[config.mk]
export PLATFORM = sky130hd
export DESIGN_NAME = hack_alu
export DESIGN_NICKNAME = d
export VERILOG_FILES = /design/src/rtl/hack_alu.sv
export SDC_FILE = /design/constraint.sdc
export NUM_CORES = 1
export LEC_CHECK = 0
export CAP_MARGIN = 5
export CORE_UTILIZATION = 40
export CTS_BUF_LIST = sky130_fd_sc_hd__clkbuf_8
export CTS_CLUSTER_DIAMETER = 100
export DETAILED_ROUTE_END_ITERATION = 7
export GPL_TIMING_DRIVEN = 0
export HOLD_SLACK_MARGIN = 0.08
export PLACE_DENSITY = 0.68
export SKIP_CTS_REPAIR_TIMING = 1
export SLEW_MARGIN = 25
export SYNTH_ARGS = -nofsm -noshare
export SYNTH_HDL_FRONTEND = slang
export SYNTH_SLANG_ARGS = --single-unit
[constraint.sdc]
create_clock -name clk -period 5.1 [get_ports clk]
set_input_delay 1.02 -clock clk [delete_from_list [all_inputs] [get_ports clk]]
set_output_delay 1.02 -clock clk [all_outputs]
set_load 0.02 [all_outputs]
[src/rtl/hack_alu.sv]
// Hack-style W-bit two's-complement ALU with registered result and zero/negative flags.
// Latency: 1 cycle from operands/controls to out, zr, ng.
// Backpressure: none; a new operation is accepted on every clock edge.
module hack_alu #(
  parameter int W = 16  // datapath width, must be at least 2
) (
  input  logic         clk,
  input  logic         rst,
  input  logic [W-1:0] x,
  input  logic [W-1:0] y,
  input  logic         zx,
  input  logic         nx,
  input  logic         zy,
  input  logic         ny,
  input  logic         f,
  input  logic         no,
  output logic [W-1:0] out,
  output logic         zr,
  output logic         ng
);

  // Control word grouped so the datapath reads in the same order as the opcode.
  typedef struct packed {
    logic zx;
    logic nx;
    logic zy;
    logic ny;
    logic f;
    logic no;
  } ctrl_t;

  // Registered result and flags, kept together so they always describe the same op.
  typedef struct packed {
    logic [W-1:0] res;
    logic         zr;
    logic         ng;
  } result_t;

  ctrl_t        ctrl;
  logic [W-1:0] x1;
  logic [W-1:0] x2;
  logic [W-1:0] y1;
  logic [W-1:0] y2;
  logic [W-1:0] sum;
  logic [W-1:0] conj;
  logic [W-1:0] r;
  result_t      nxt;
  result_t      cur;

  assign ctrl = '{zx: zx, nx: nx, zy: zy, ny: ny, f: f, no: no};

  // Operand conditioning: zeroing is applied before inversion on each side.
  always_comb begin
    x1 = ctrl.zx ? '0 : x;
    x2 = ctrl.nx ? ~x1 : x1;
    y1 = ctrl.zy ? '0 : y;
    y2 = ctrl.ny ? ~y1 : y1;
  end

  // Function unit: W-bit add (carry-out dropped, wraps silently) or bitwise AND.
  always_comb begin
    sum  = x2 + y2;
    conj = x2 & y2;
    r    = ctrl.f ? sum : conj;
  end

  // Output inversion, then flags derived from the final result rather than the inputs.
  always_comb begin
    nxt     = '0;
    nxt.res = ctrl.no ? ~r : r;
    nxt.zr  = (nxt.res == '0);
    nxt.ng  = nxt.res[W-1];
  end

  // Result register; reset wins over the load so an in-flight op is discarded.
  always_ff @(posedge clk) begin
    if (rst) begin
      cur.res <= '0;
      cur.zr  <= 1'b1;
      cur.ng  <= 1'b0;
    end else begin
      cur <= nxt;
    end
  end

  assign out = cur.res;
  assign zr  = cur.zr;
  assign ng  = cur.ng;

endmodule

==> impl_metrics.sql <==
INSERT INTO impl_metrics (metric_group, metric, value, unit) VALUES
('drt', 'vias', '1959', ''),
('sta', 'finalSetupViolations', '0', ''),
('clocking', 'clockRootBuffer', 'sky130_fd_sc_hd__clkbuf_8', ''),
('worst_setup_path', 'worstPathCellList', 'clkdlybuf4s50_1, clkbuf_1, nand2b_1, xnor2_1, ha_1, a211oi_2, o211ai_2, a311oi_2, xnor2_1, mux2i_1, or4_1, mux2i_1, a41o_1', ''),
('sta', 'timing.setup.tns', '0', 'ns'),
('power', 'final_total_pwr', '723.6', 'uW'),
('worst_setup_path', 'slowest_delay', '0.54', 'ns'),
('clocking', 'cts.clk_slew.worst_paths', '0.05', 'ns'),
('worst_setup_path', 'cpMaxStageDelayCell', 'sky130_fd_sc_hd__or4_1', ''),
('drt', 'ratio_of_routed_vias_to_standard_cells', '4.959', ''),
('drt', 'pre_antenna_drt_iters', '5', ''),
('synth', 'count_of_warnings_emitted_by_yosys', '0', ''),
('worst_setup_path', 'timing.critical_path.fanout_max', '10', ''),
('finish', 'synthToLayoutAreaGrowth', '30.38', '%'),
('finish', 'design.final.nets', '383', ''),
('worst_setup_path', 'critPathTopFamily', 'compound AO/OA/AOI/OAI gates', ''),
('synth', 'synth.net_count', '326', ''),
('sta', 'worst-slew-pin-transition', '0.6788', 'ns'),
('synth', 'postSynthCellCount', '269', ''),
('sta', 'timing_hold_violations_final', '0', ''),
('placement', 'dpl_worst_slack', '0.5640', 'ns'),
('placement', 'place.gp.congestion', '0.8216', ''),
('synth', 'netlist.top_cell.by_area', 'sky130_fd_sc_hd__xnor2_1', ''),
('floorplan', 'floorplan.core_area', '5140', 'sq um'),
('sta', 'post_layout_min_period', '4.296', 'ns'),
('job', 'cap_violations', '0', ''),
('global_routing', 'grt_max_degree', '11', ''),
('synth', 'synthTopCellsByArea', 'sky130_fd_sc_hd__xnor2_1 (22%), sky130_fd_sc_hd__dfxtp_1 (16%), sky130_fd_sc_hd__nand2b_1 (9.6%), sky130_fd_sc_hd__ha_1 (9.3%), sky130_fd_sc_hd__mux2i_1 (4.2%)', ''),
('global_routing', 'antenna_violations_before_repair', '0', ''),
('floorplan', 'pin_count', '58', ''),
('worst_setup_path', 'worstPathBufferInverterCount', '2', ''),
('synth', 'synth_cell_type_count', '51', ''),
('synth', 'netlist.area_leader.share', '22.00', '%'),
('clocking', 'clock_tree.buffer_depth', '2', ''),
('global_routing', 'grt-ovfl-total', '0', ''),
('power', 'power_report.internal_total', '439.3', 'uW'),
('drt', 'initial_drc_count', '62', ''),
('sta', 'layout_setup_ws', '0.8039', 'ns'),
('power', 'power_leakage', '1.074', 'nW'),
('floorplan', 'die_width', '75.31', 'um'),
('clocking', 'clock_tree_from_tritoncts', 'yes', ''),
('global_routing', 'first_global_vias', '1755', ''),
('finish', 'finish.utilization', '54.53', '%'),
('drt', 'route.antenna.remaining_nets', '0', ''),
('worst_setup_path', 'cp-end-kind', 'flip-flop', ''),
('power', 'power_density', '258.2', 'nW/um^2'),
('worst_setup_path', 'critical_path.startpoint_type', 'input port', ''),
('sta', 'timing.slew.headroom', '54.74', '%'),
('synth', 'synth-async-reset-ratio', '0', '%'),
('sta', 'fin_crit_sh', '84.24', '%'),
('finish', 'final_layout_size_suffix_gt1_share', '3.692', '%'),
('drt', 'routed_wirelength', '4556', 'um'),
('placement', 'dp.final_hpwl', '4006', 'um'),
('power', 'power.share.switching', '39.29', '%'),
('power', 'pwr-share-clk', '12.5', '%'),
('floorplan', 'initial_core_util', '41.82', '%'),
('run_status', 'outcome', 'complete, no violations', ''),
('power', 'total_switching_power', '284.3', 'uW'),
('global_routing', 'global_route_wire_length_before_repair', '7872', 'um'),
('floorplan', 'die_height', '75.31', 'um'),
('synth', 'syn_area', '2150', 'sq um'),
('floorplan', 'fp-row-count', '26', ''),
('synth', 'synth_seq_cells', '17', ''),
('clocking', 'cts-buffers-inserted', '3', ''),
('worst_setup_path', 'required_time_worst_endpoint', '5.29', 'ns'),
('synth', 'synth_top_flop_cell', 'sky130_fd_sc_hd__dfxtp_1', ''),
('drt', 'wl_per_cell', '11.53', 'um'),
('placement', 'i_o_buffers', '52', ''),
('floorplan', 'die_area', '5671', 'sq um'),
('clocking', 'clock-sinks', '17', ''),
('power', 'sequentialPowerShare', '22.3', '%');
## power by group through the flow
stage | logic (mW) | registers (mW) | clock network, mW
2_1_floorplan | 0.308 | 0.196 | 0
3_3_place_gp | 0.464 | 0.164 | 0
3_5_place_dp | 0.470 | 0.165 | 0
4_1_cts | 0.472 | 0.162 | 0.0935
5_1_grt | 0.519 | 0.164 | 0.100
6_report | 0.472 | 0.162 | 0.0904
## sequential cells by signal (all words and copies together), names as in the netlist
register and cells:
out 16, zr 1
## cell usage after synthesis, types with 2 or more instances
cell and count:
sky130_fd_sc_hd__xnor2_1 54, sky130_fd_sc_hd__nand2b_1 33, sky130_fd_sc_hd__nor2_1 24, sky130_fd_sc_hd__dfxtp_1 17
sky130_fd_sc_hd__ha_1 16, sky130_fd_sc_hd__a21oi_1 13, sky130_fd_sc_hd__nand2_1 13, sky130_fd_sc_hd__clkbuf_1 9
sky130_fd_sc_hd__mux2i_1 9, sky130_fd_sc_hd__inv_1 7, sky130_fd_sc_hd__a211oi_1 6, sky130_fd_sc_hd__a21o_1 5
sky130_fd_sc_hd__and3_1 4, sky130_fd_sc_hd__buf_1 4, sky130_fd_sc_hd__and4_1 3, sky130_fd_sc_hd__nor2b_1 3
sky130_fd_sc_hd__nor3_1 3, sky130_fd_sc_hd__o21ai_0 3, sky130_fd_sc_hd__o21ai_1 3, sky130_fd_sc_hd__a211oi_2 2
sky130_fd_sc_hd__a31oi_1 2, sky130_fd_sc_hd__a41o_1 2, sky130_fd_sc_hd__nand3_1 2, sky130_fd_sc_hd__nand4_1 2
sky130_fd_sc_hd__nor3b_1 2, sky130_fd_sc_hd__o21a_1 2, sky130_fd_sc_hd__o22ai_1 2
## logic make-up after synthesis
| group | count (synthesis) | synth area share (%) |
|---|---|---|
| simple gates | 95 | 23.75 |
| compound gates | 54 | 18.92 |
| xor+xnor | 54 | 22.00 |
| buf+inv | 21 | 3.842 |
| fa+ha+maj | 17 | 10.24 |
| flops | 17 | 15.83 |
| mux | 11 | 5.413 |
## cells in the final DEF (no fill, tap or decap), types with 3 or more instances in the layout
cell type	Yosys	routed
sky130_fd_sc_hd__a21o_1	5	5
sky130_fd_sc_hd__nor3_1	3	3
sky130_fd_sc_hd__nor2_1	24	24
sky130_fd_sc_hd__buf_1	4	4
sky130_fd_sc_hd__inv_1	7	8
sky130_fd_sc_hd__xnor2_1	54	54
sky130_fd_sc_hd__nand2_1	13	13
sky130_fd_sc_hd__o21ai_1	3	3
sky130_fd_sc_hd__mux2i_1	9	9
sky130_fd_sc_hd__dfxtp_1	17	17
sky130_fd_sc_hd__ha_1	16	16
sky130_fd_sc_hd__clkbuf_1	9	9
sky130_fd_sc_hd__a211oi_1	6	6
sky130_fd_sc_hd__and3_1	4	4
sky130_fd_sc_hd__clkdlybuf4s50_1	0	52
sky130_fd_sc_hd__nor2b_1	3	3
sky130_fd_sc_hd__o21ai_0	3	3
sky130_fd_sc_hd__nand2b_1	33	33
sky130_fd_sc_hd__clkbuf_8	0	3
sky130_fd_sc_hd__a21oi_1	13	13
sky130_fd_sc_hd__and4_1	3	3
## metal layers
layer,track usage (%),vias to the layer above,part of all wire (%)
met4,5.556,0,1.2
met5,0,-,0
met3,0.3968,5,3.2
li1,-,1053,-
met1,23.24,841,49
met2,31.35,60,47
## layout make-up
type,count,area (sq um)
buffer,14,56.30
clock buffer,3,41.29
clock inverter,1,3.754
fill,539,2337
inverter,7,26.28
multi-input combinational,231,1727
sequential,17,340.3
tap,70,87.58
timing repair buffer,52,520.5
## metrics by stage
| stage | std cells | area, sq um |
|---|---|---|
| floorplan | 269 | 2150 |
| global placement | 391 | 2758 |
| detailed placement | 391 | 2758 |
| CTS | 395 | 2803 |
| global route | 395 | 2803 |
| finish | 395 | 2803 |
## worst paths after layout
kind | slack (ns) | start | cells past startpoint | end
max | 0.80 | zy | 13 | zr
min | 1.12 | rst | 2 | out[11]
Power figures use the tool's default switching activity.
